--- config.mk ---
export PLATFORM = sky130hd
export DESIGN_NAME = matrix_write_loader
export DESIGN_NICKNAME = d
export VERILOG_FILES = /design/src/rtl/matrix_write_loader.sv
export SDC_FILE = /design/constraint.sdc
export NUM_CORES = 1
export LEC_CHECK = 0
export BUFFER_PORTS_ARGS = -buffer_cell sky130_fd_sc_hd__buf_2
export CORE_AREA = 2 2 165 167
export CTS_CLUSTER_DIAMETER = 60
export DETAILED_ROUTE_END_ITERATION = 6
export DIE_AREA = 0 0 167 169
export SYNTH_ARGS = -nofsm -noshare
export SYNTH_HDL_FRONTEND = slang
export SYNTH_SLANG_ARGS = --single-unit
export TNS_END_PERCENT = 30
--- constraint.sdc ---
create_clock -name clk_clk -period 4 [get_ports clk_clk]
set_input_delay 0.8 -clock clk_clk [delete_from_list [all_inputs] [get_ports clk_clk]]
set_output_delay 0.8 -clock clk_clk [all_outputs]
set_load 0.05 [all_outputs]
--- src/rtl/matrix_write_loader.sv ---
// matrix_write_loader: streams row_count rows into layer storage, one write per accepted row; optional checksum under LOADER_CHECKSUM_EN
module matrix_write_loader (
  input  logic        clk_clk,
  input  logic        reset_reset_n,
  input  logic        start,
  input  logic [31:0] layer_index,
  input  logic [31:0] row_count,
  input  logic        abort,
  input  logic [47:0] in_data,
  input  logic        in_valid,
  output logic        in_ready,
  output logic [31:0] write_layer_index,
  output logic [31:0] write_row_index,
  output logic [47:0] write_data,
  output logic        is_write,
  output logic        busy,
  output logic        done
`ifdef LOADER_CHECKSUM_EN
  ,
  output logic [15:0] checksum
`endif
);
  typedef enum logic [1:0] {IDLE, LOAD, FINISH} state_t;
  state_t      state_q, state_d;
  logic [31:0] layer_q, layer_d, rows_q, rows_d, cnt_q, cnt_d;
  logic [31:0] wr_layer_q, wr_layer_d, wr_row_q, wr_row_d;
  logic [47:0] wr_data_q, wr_data_d;
  logic        is_write_q, is_write_d, done_q, done_d;
  logic        accept;
  assign in_ready          = (state_q == LOAD) && (cnt_q < rows_q);
  assign accept            = in_ready && in_valid && !abort;
  assign busy              = state_q != IDLE;
  assign is_write          = is_write_q;
  assign done              = done_q;
  assign write_layer_index = wr_layer_q;
  assign write_row_index   = wr_row_q;
  assign write_data        = wr_data_q;
  // next-state, parameter latching and registered write port
  always_comb begin
    state_d    = state_q;
    layer_d    = layer_q;
    rows_d     = rows_q;
    cnt_d      = cnt_q;
    wr_layer_d = wr_layer_q;
    wr_row_d   = wr_row_q;
    wr_data_d  = wr_data_q;
    is_write_d = 1'b0;
    done_d     = 1'b0;
    case (state_q)
      IDLE: if (start) begin
        if (row_count == 32'd0) done_d = 1'b1;
        else begin
          layer_d = layer_index;
          rows_d  = row_count;
          cnt_d   = 32'd0;
          state_d = LOAD;
        end
      end
      LOAD: if (abort) state_d = IDLE;
      else if (accept) begin
        wr_layer_d = layer_q;
        wr_row_d   = cnt_q;
        wr_data_d  = in_data;
        is_write_d = 1'b1;
        cnt_d      = cnt_q + 32'd1;
        if (cnt_q == rows_q - 32'd1) state_d = FINISH;
      end
      FINISH: begin
        state_d = IDLE;
        done_d  = 1'b1;
      end
      default: state_d = IDLE;
    endcase
  end
  // state and datapath registers
  always_ff @(posedge clk_clk or negedge reset_reset_n) begin
    if (!reset_reset_n) begin
      state_q    <= IDLE;
      layer_q    <= '0;
      rows_q     <= '0;
      cnt_q      <= '0;
      wr_layer_q <= '0;
      wr_row_q   <= '0;
      wr_data_q  <= '0;
      is_write_q <= 1'b0;
      done_q     <= 1'b0;
    end else begin
      state_q    <= state_d;
      layer_q    <= layer_d;
      rows_q     <= rows_d;
      cnt_q      <= cnt_d;
      wr_layer_q <= wr_layer_d;
      wr_row_q   <= wr_row_d;
      wr_data_q  <= wr_data_d;
      is_write_q <= is_write_d;
      done_q     <= done_d;
    end
  end
`ifdef LOADER_CHECKSUM_EN
  logic [15:0] cs_q, cs_d;
  assign checksum = cs_q;
  // running lane sum, cleared on a start taken in IDLE, visible with each write
  always_comb begin
    cs_d = (state_q == IDLE && start) ? 16'd0 :
           accept ? cs_q + in_data[15:0] + in_data[31:16] + in_data[47:32] : cs_q;
  end
  // checksum register
  always_ff @(posedge clk_clk or negedge reset_reset_n) begin
    if (!reset_reset_n) cs_q <= '0;
    else cs_q <= cs_d;
  end
`endif
endmodule

==> results of run 1 <==
-- area by class of cell --
cell class                      count  area share, %
Sequential cell                   212           41.4
Tap cell                          341           3.33
Timing Repair Buffer              248           10.4
Clock inverter                      7          0.663
Multi-Input combinational cell    879           36.6
Inverter                           44           1.30
Clock buffer                       42           6.41
-- power by group --
part | leakage [nW] | total (mW) | internal, mW | switching (mW)
clock network | 0.445 | 2.42 | 1.48 | 0.945
logic | 3.51 | 2.16 | 0.559 | 1.60
registers | 2.74 | 2.79 | 2.52 | 0.267
total | 6.70 | 7.37 | 4.56 | 2.81
-- synth_stat cells (10+ instances only) --
| cell type | n |
|---|---|
| a21oi_1 | 22 |
| and3_1 | 10 |
| buf_1 | 12 |
| clkbuf_1 | 32 |
| dfrtp_1 | 212 |
| ha_1 | 34 |
| inv_1 | 43 |
| nand2_1 | 479 |
| nand3_1 | 24 |
| nand4_1 | 22 |
| nor2_1 | 38 |
| nor3_1 | 17 |
| nor4_1 | 23 |
| o21ai_0 | 52 |
| or3_1 | 10 |
| xnor2_1 | 50 |
| xor2_1 | 17 |
-- registers in the layout (all words and copies together), names as in the netlist, 2 cells and up --
signal,cells
state_q,2
cnt_q,32
layer_q,32
rows_q,32
write_row_index,32
write_data,48
write_layer_index,32
-- layer usage --
metal / up-vias / global-route usage, %
met5: - / 0
li1: 4355 / -
met3: 66 / 4.91
met1: 4178 / 25.8
met2: 243 / 32.5
met4: 0 / 6.52
-- cell families (layout without fill, tap and decap cells) --
group / after synthesis / after routing / synth area share (%)
flip-flops: 212 / 212 / 51.1
buffers and inverters: 99 / 341 / 3.81
AND/OR/NAND/NOR: 674 / 674 / 29.4
adder cells (fa/ha/maj): 34 / 34 / 4.10
XOR/XNOR: 67 / 67 / 5.65
multiplexers: 3 / 3 / 0.289
AO/OA/AOI/OAI: 101 / 101 / 5.64
-- worst paths after layout --
kind	start	to	slack [ps]	cells after the start
max	rows_q[25]$_DFFE_PN0P_	in_ready	410	7
min	reset_reset_n	rows_q[21]$_DFFE_PN0P_	240	1
max reg2reg	rows_q[0]$_DFFE_PN0P_	state_q[1]$_DFFE_PN0P_	680	10
min reg2reg	state_q[0]$_DFFE_PN0P_	done$_DFF_PN0_	450	1
max in group asynchronous	reset_reset_n	write_layer_index[7]$_DFFE_PN0P_	2800	2
min in group clk_clk	layer_index[8]	layer_q[8]$_DFFE_PN0P_	430	3
==> key figures, run 1 <==
CTS
  • Post-CTS setup buffer count: 0
  • Post-CTS sizing: 0
  • CTS tree: done
  • Max clock buf depth: 3
  • Clock sink total: ~210
  • Root buf cell: clkbuf_16
  • Clk slew on worst S/H paths: roughly 50 ps
  • CTS H-tree depth: 1
  • Skew-Pair Late Insertion Delay: 550 ps
  • Num CTS Buffers: 27
  • # hold bufs at CTS: 0

Global route
  • Largest net degree at the start of global routing: approximately 130
  • Grt total ovfl: 0
  • First-pass GRT wire length: 45700 um
  • Initial antenna violation count: 0
  • Number of global-route vias before repair: slightly below 9000
  • Gr usage total: about a fifth

Final layout
  • Ant diodes: 0
  • Footprint of the multi-input gates: roughly 4700 um^2
  • Area Overhead vs Synth: 23.5%
  • Post-route cell area: 12800 um^2
  • Most frequent cells in the layout: nand2_1, buf_2, dfrtp_1
  • # fillers: 2651
  • Fin cells: 1773
  • # nets final: ~1600
  • Commonest non-fill, non-tap cell in the layout: nand2_1
  • Fin util: just under 50%
  • Area occupied by registers: approximately 5300 um^2
  • Layout cell share with drive strength beyond 1: a little under a quarter

Die
  • Die Width: approximately 170 um
  • Io pins: about 230
  • Core area: roughly 27000 um^2
  • Row count: 60
  • Initial Util: 39.2%
  • DIE AREA: around 28000 um^2
  • Die Y: between 150 and 200 um

Timing
  • Slew Limit Fails: 0
  • Final setup vio count: 0
  • Clock Skew: between 20 and 25 ps
  • Rel. slew slack: 50.6%
  • Worst-Margin Slew: approximately 740 ps
  • Final setup TNS: 0 ps
  • Max Fclk: 0.279 GHz
  • Final period utilization: ~90%
  • Final WS setup: about 400 ps
  • RSZ-0062 raised after global routing: false
  • Fin crit period: about 3600 ps
  • Worst Hold Margin: 238 ps
  • Final hold violation count: 0

Route
  • Final ANT Viol Nets: 0
  • Routed Wire Length: 28600 um
  • Routed vias/inst: ~5
  • Residual DRC count: 0
  • Met2 Wirelength: around 13000 um
  • Met1 wire length: about 12000 um
  • Metal3 WL: ~1900 um
  • Number of detailed-route iterations in the first pass: 5
  • DRT iter0 DRCs: roughly 530
  • Routed length per placed instance: 16.1 um
  • Routed via count: between 8000 and 9000
  • Highest metal used: met4

Worst hold path
  • HP Class: input pin to asynchronous set/reset pin

Power and ir drop
  • IR drop worst, VDD: 0.375 mV
  • Cell Pwr Density: approximately 570 nW/um^2
  • Design Power: around 7.4 mW
  • Static leakage: approximately 6.7 nW

Logic synthesis
  • Ranking of synthesized cells by area: dfrtp_1, nand2_1, xnor2_1
  • Post-Syn Nets: 1341
  • Synth warn: 0
  • Cell Area, Synth: ~10000 um^2
  • Post-synth EDFFs: 0
  • Top cell type's share of synthesized area: a little over 50%
  • Async SR Flop Fraction: 100%
  • Synth Register Bits: 212
  • Synth Instances: about 1200
  • Count of different cell masters after synthesis: 67
  • Mean Syn Cell Area: between 8 and 9 um^2
  • Ys flop type: dfrtp_1
  • Sequential area share after synthesis: roughly 51%
  • Synth area leader: dfrtp_1

Critical path
  • Worst Path Required: 3200 ps
  • Critical path arrival: about 2800 ps
  • Largest delay share family, worst path: simple AND/OR/NAND/NOR gates
  • Critical path, cell by cell: inv_1, ha_1, nand4_1, or4b_2, a31oi_1, nor2_1, buf_2
  • Crit Path Max Fanout: 4
  • WS Path Type: flip-flop to output pin
  • CP Buf/Inv Count: 2
  • Slowest CP cell: or4b_2
  • Slowest stage delay, CP: roughly 700 ps
  • Critical Path Source Type: flip-flop
  • Crit. End Element: output pin

Placed design
  • Placed cell area: 11900 um^2
  • Hpwl dp: approximately 20000 um
  • Worst slack, placed: between 700 and 800 ps
  • DP Cell Count: between 1500 and 2000
  • RePlAce Congestion: 0.883
  • Number of port buffers: about 230

Flow run
  • MaxCap Viol Count: 0

Status
  • Status: finished, final reports clean
No activity file was read; power rests on OpenSTA's default activity.
==> inputs of run 2 (changes only) <==
--- a/config.mk
+++ b/config.mk
@@ -10,6 +10,7 @@
 export CTS_CLUSTER_DIAMETER = 60
 export DETAILED_ROUTE_END_ITERATION = 6
 export DIE_AREA = 0 0 167 169
+export PLACE_DENSITY = 0.64
 export SYNTH_ARGS = -nofsm -noshare
 export SYNTH_HDL_FRONTEND = slang
 export SYNTH_SLANG_ARGS = --single-unit
==> run 2 against run 1 <==
Clock-buffer cell count down 9. Routed wire length up 0.53%. Sequential share of layout area down 0.20 points. Setup slack worse by 17 ps.
==> key figures, run 2 (synthesis results as in run 1) <==
Critical path
  • Critical Path Source Type: flip-flop
  • Reg2reg end: cnt_q[27]$_DFFE_PN0P_
  • Crit. End Element: output pin
  • WS Path Type: flip-flop to output pin
  • Reg2reg path depth: 10 (unchanged)
  • Crit Path Max Fanout: 10 (+6)
  • Critical path arrival: 2810 ps (+20 ps)
  • Flop-to-flop setup slack: 640 ps (-40 ps)
  • Worst Path Required: 3200 ps (about the same)
  • Worst reg2reg startpoint: rows_q[23]$_DFFE_PN0P_

CTS
  • Post-CTS sizing: 0 (unchanged)
  • Clock sink total: 212 (unchanged)
  • Skew-Pair Late Insertion Delay: 530 ps (-20 ps)
  • Max clock buf depth: 3 (unchanged)
  • Post-CTS setup buffer count: 0 (unchanged)
  • Num CTS Buffers: 26 (-3.7%)
  • Clk slew on worst S/H paths: 60 ps (about the same)
  • CTS H-tree depth: 1 (unchanged)
  • CTS tree: done
  • Root buf cell: clkbuf_16
  • # hold bufs at CTS: 0 (unchanged)

Route
  • Routed length per placed instance: 16.2 um (+0.36%)
  • Number of detailed-route iterations in the first pass: 7 (+2)
  • Routed via count: 8945 (+1.2%)
  • Routed Wire Length: 28700 um (+0.53%)
  • Final ANT Viol Nets: 0 (unchanged)
  • Routed vias/inst: 5.04 (+0.99%)
  • DRT iter0 DRCs: 519 (-2.6%)
  • Residual DRC count: 0 (unchanged)

Die
  • Io pins: 233 (unchanged)
  • DIE AREA: 28200 um^2 (unchanged)
  • Core area: 26500 um^2 (unchanged)
  • Initial Util: 39.2% (unchanged)
  • Row count: 60 (unchanged)
  • Die Width: 167 um (unchanged)
  • Die Y: 169 um (unchanged)

Placed design
  • Number of port buffers: 232 (unchanged)
  • RePlAce Congestion: 0.889 (+0.68%)
  • Placed cell area: 11900 um^2 (+0.10%)
  • Hpwl dp: 20500 um (+2.9%)
  • DP Cell Count: 1729 (+0.29%)

Power and ir drop
  • IR drop worst, VDD: 0.357 mV (-4.8%)
  • Cell Pwr Density: 584 nW/um^2 (+1.7%)
  • Static leakage: 6.72 nW (+0.36%)

Flow run
  • MaxCap Viol Count: 0 (unchanged)

Timing
  • Rel. slew slack: 54.4% (+3.8 points)
  • Clock Skew: 13.5 ps (-10.1 ps)
  • Max Fclk: 0.277 GHz (-0.46%)
  • RSZ-0062 raised after global routing: false
  • Final period utilization: 90.1% (+0.42 points)
  • Worst-Margin Slew: 680 ps (-60.6 ps)
  • Fin crit period: 3610 ps (+16.7 ps)
  • Slew Limit Fails: 0 (unchanged)
  • Final hold violation count: 0 (unchanged)
  • Final setup vio count: 0 (unchanged)
  • Final setup TNS: 0 ps (unchanged)

Final layout
  • Commonest non-fill, non-tap cell in the layout: nand2_1
  • Area Overhead vs Synth: 24.1%
  • # nets final: 1567 (+0.26%)
  • Max reg flops: 48 (unchanged)
  • Ant diodes: 0 (unchanged)
  • Post-route cell area: 12900 um^2 (+0.48%)
  • Most frequent cells in the layout: nand2_1, buf_2, dfrtp_1
  • Layout cell share with drive strength beyond 1: 23.0% (+0.44 points)
  • # fillers: 2624 (-1.0%)
  • Fin cells: 1776 (+0.17%)
  • Fin util: 48.6% (+0.23 points)

Status
  • Status: finished, final reports clean

Global route
  • Initial antenna violation count: 0 (unchanged)
  • Number of global-route vias before repair: 8971 (+3.4%)
  • First-pass GRT wire length: 46900 um (+2.7%)
  • Grt total ovfl: 0 (unchanged)
  • Gr usage total: 20.3% (+0.53 points)
  • Largest net degree at the start of global routing: 76 (-40%)

Worst hold path
  • HP Class: input pin to asynchronous set/reset pin
run 2: cell count changes in the layout (fill, tap and decap cells not counted):
| cell | change |
|---|---|
| clkbuf_1 | -4 |
| inv_8 | +1 |
| bufinv_16 | +4 |
| clkinvlp_4 | +4 |
| clkbuf_8 | -5 |
| inv_16 | -1 |
| buf_12 | -2 |
| inv_6 | -1 |
| buf_4 | +7 |
run 2: worst max-delay path by stage:
stage / start / endpoint / slack (ps) / cells past startpoint
after CTS: rows_q[23]$_DFFE_PN0P_ / in_ready / 370 / 8
final: cnt_q[25]$_DFFE_PN0P_ / in_ready / 390 / 6
after floorplan: rows_q[23]$_DFFE_PN0P_ / cnt_q[23]$_DFFE_PN0P_ / 990 / 12
after global placement: cnt_q[25]$_DFFE_PN0P_ / cnt_q[15]$_DFFE_PN0P_ / 740 / 9
after detailed placement: cnt_q[23]$_DFFE_PN0P_ / cnt_q[17]$_DFFE_PN0P_ / 690 / 10
after global routing: rows_q[23]$_DFFE_PN0P_ / in_ready / 170 / 8
run 2: area by class of cell:
class / instances / area (um^2) / area share (%)
Clock buffer: 33 / 738 / 5.73
Clock inverter: 14 / 218 / 1.69
Inverter: 44 / 166 / 1.29
Multi-Input combinational cell: 879 / 4690 / 36.4
Sequential cell: 212 / 5310 / 41.2
Tap cell: 341 / 427 / 3.31
Timing Repair Buffer: 253 / 1340 / 10.4
run 2: per-stage QoR:
| step | power, mW | hold WS, ps | setup WS (ps) |
|---|---|---|---|
| 3_3_place_gp | 4.96 | 435 | 744 |
| 5_1_grt | 7.92 | 283 | 166 |
| 3_5_place_dp | 4.99 | 446 | 691 |
| 6_report | 7.53 | 235 | 395 |
| 4_1_cts | 7.61 | 264 | 375 |
| 2_1_floorplan | 4.37 | 418 | 992 |
run 2: where the power goes:
part / total (mW) / switching [mW] / internal, mW / leakage (nW)
combinational: 2.17 / 1.61 / 0.561 / 3.53
clock: 2.58 / 0.948 / 1.63 / 0.453
sequential: 2.78 / 0.262 / 2.52 / 2.74
total: 7.53 / 2.82 / 4.71 / 6.72
run 2: metal layers:
layer	global-route usage, %	routed length [um]	vias up
met5	0	0	-
met4	7.20	1120	0
met3	4.70	1970	67
met2	33.6	13400	274
met1	26.3	12200	4246
li1	-	-	4358
run 2: critical path, cell delays in order, from the launching register on:
cell and delay (ps):
dfrtp_1 480, ha_1 350, nand4_1 150, or4b_2 710, a31oi_1 240, nor2_1 120, buf_2 230
==> inputs of run 3 (changes only) <==
==> constraint.sdc (replaced) <==
create_clock -name clk_clk -period 4 [get_ports clk_clk]
set_input_delay 0.2 -clock clk_clk [delete_from_list [all_inputs] [get_ports clk_clk]]
set_output_delay 0.2 -clock clk_clk [all_outputs]
set_load 0.05 [all_outputs]
==> run 3 against run 2 <==
Highest routed layer unchanged. Sequential power about the same. Final area increased by 7.8%. Combinational power increased by 4%. Clock-buffer cell count increased by 4.
==> key figures, run 3 (synthesis results as in run 1) <==
Die
  • Initial Util: 39.2% (unchanged)
  • DIE AREA: 28200 um^2 (unchanged)
  • Io pins: 233 (unchanged)
  • Die Y: 169 um (unchanged)
  • Row count: 60 (unchanged)
  • Die Width: 167 um (unchanged)
  • Core area: 26500 um^2 (unchanged)

Critical path
  • Critical Path Source Type: flip-flop
  • WS Path Type: flip-flop to flip-flop
  • Worst Path Required: 4450 ps (+1250 ps)
  • Crit. End Element: flip-flop
  • Critical path arrival: 4280 ps (+1470 ps)
  • Crit Path Max Fanout: 6 (-4)

Power and ir drop
  • Switching Fraction: 38.2% (+0.75 points)
  • P_int: 4.47 mW (-5.0%)
  • Register share of total power: 38.5% (+1.5 points)
  • Switch Pwr: 2.76 mW (-2.0%)
  • Static leakage: 7.15 nW (+6.4%)
  • IR drop worst, VDD: 0.347 mV (-2.7%)
  • Comb pwr share: 31.2% (+2.4 points)
  • Cell Pwr Density: 521 nW/um^2 (-11%)
  • Clock Power Share: 30.4% (-3.8 points)

Final layout
  • # nets final: 1680 (+7.2%)
  • Area Overhead vs Synth: 33.8%
  • Layout cell share with drive strength beyond 1: 20.8% (-2.2 points)
  • Max reg flops: 48 (unchanged)
  • Ant diodes: 0 (unchanged)
  • # fillers: 2465 (-6.1%)
  • Commonest non-fill, non-tap cell in the layout: nand2_1
  • Most frequent cells in the layout: nand2_1, buf_2, dfrtp_1

CTS
  • CTS H-tree depth: 1 (unchanged)
  • Skew-Pair Late Insertion Delay: 520 ps (about the same)
  • Post-CTS setup buffer count: 0 (unchanged)
  • CTS tree: done
  • Num CTS Buffers: 25 (-3.8%)
  • Max clock buf depth: 3 (unchanged)
  • Root buf cell: clkbuf_16
  • Clock sink total: 212 (unchanged)
  • Clk slew on worst S/H paths: 60 ps (about the same)

Route
  • Routed vias/inst: 4.93 (-2.1%)
  • Final ANT Viol Nets: 0 (unchanged)
  • Routed via count: 9311 (+4.1%)
  • Routed Wire Length: 29300 um (+2.1%)
  • Number of detailed-route iterations in the first pass: 5 (-2)
  • Residual DRC count: 0 (unchanged)
  • DRT iter0 DRCs: 573 (+10%)
  • Routed length per placed instance: 15.5 um (-4.0%)

Timing
  • Final period utilization: 95.7% (+5.6 points)
  • Fin crit period: 3830 ps (+224 ps)
  • Final setup TNS: 0 ps (unchanged)
  • Final hold violation count: 0 (unchanged)
  • Slew Limit Fails: 0 (unchanged)
  • RSZ-0062 raised after global routing: false
  • Rel. slew slack: 35.9% (-18 points)
  • Max Fclk: 0.261 GHz (-5.9%)
  • Worst Hold Margin: 107 ps (-128 ps)
  • Final WS setup: 171 ps (-224 ps)
  • Final setup vio count: 0 (unchanged)
  • Clock Skew: 12.1 ps (-1.33 ps)
  • Worst-Margin Slew: 961 ps (+281 ps)

Global route
  • Grt total ovfl: 0 (unchanged)
  • First-pass GRT wire length: 47600 um (+1.4%)
  • Gr usage total: 20.4% (about the same)
  • Largest net degree at the start of global routing: 106 (+39%)
  • Initial antenna violation count: 0 (unchanged)
  • Number of global-route vias before repair: 9345 (+4.2%)

Status
  • Status: finished, final reports clean

Placed design
  • RePlAce Congestion: 0.900 (+1.2%)
  • Number of port buffers: 232 (unchanged)
  • Worst slack, placed: 531 ps (-161 ps)
  • Hpwl dp: 20200 um (-1.9%)

Flow run
  • MaxCap Viol Count: 0 (unchanged)

Worst hold path
  • HP Class: input pin to flip-flop
run 3: final cells by class:
type | count | area, um^2 | area share (%)
Inverter | 44 | 166 | 1.20
Sequential cell | 212 | 5310 | 38.2
Clock inverter | 8 | 71.3 | 0.513
Tap cell | 341 | 427 | 3.07
Timing Repair Buffer | 367 | 2500 | 18.0
Clock buffer | 37 | 731 | 5.26
Multi-Input combinational cell | 879 | 4690 | 33.8
run 3: metal layers:
layer,global-route usage [%],routed length (um)
met1,26.0,12600
met2,34.0,13700
met3,4.04,1750
met4,8.40,1250
met5,0,0
run 3: final timing paths:
| kind | to | cells past startpoint | slack (ps) | from |
|---|---|---|---|---|
| setup / recovery | state_q[1]$_DFFE_PN0P_ | 11 | 170 | rows_q[1]$_DFFE_PN0P_ |
| hold / removal | state_q[0]$_DFFE_PN0P_ | 4 | 110 | abort |
| setup reg to reg | state_q[1]$_DFFE_PN0P_ | 11 | 170 | rows_q[1]$_DFFE_PN0P_ |
| hold reg to reg | done$_DFF_PN0_ | 1 | 460 | state_q[0]$_DFFE_PN0P_ |
| max in group asynchronous | write_layer_index[12]$_DFFE_PN0P_ | 3 | 2640 | reset_reset_n |
| min in group asynchronous | rows_q[21]$_DFFE_PN0P_ | 2 | 300 | reset_reset_n |
run 3: worst max-delay path: stages (launching register included):
cell and delay, ps:
dfrtp_1 410, inv_1 110, ha_1 280, or4b_2 690, nor2_2 220, a21o_1 160, nand2_1 50, nor4_1 380
nand4_1 140, or4_1 510, nor4_2 240, dlygate4sd3_1 570
run 3: repair_timing:
action / in CTS / in global routing
hold buffers: 116 / 0
hold endpoints to repair: 216 / 0
gates resized for setup: 0 / 0
run 3: power groups by stage:
stage	clock [mW]	sequential (mW)	combinational, mW
final	2.20	2.78	2.25
after global routing	2.33	2.84	2.44
after CTS	2.25	2.78	2.27
after detailed placement	0	2.81	2.17
after global placement	0	2.80	2.15
after floorplan	0	3.62	0.746
run 3: metrics by stage:
stage,util [%],std cells,cell area (um^2),total power [mW]
finish,52.4,1888,13900,7.24
global route,52.4,1888,13900,7.61
CTS,52.4,1888,13900,7.30
detailed placement,45.0,1727,11900,4.98
global placement,45.0,1727,11900,4.95
floorplan,-,1190,10400,4.37
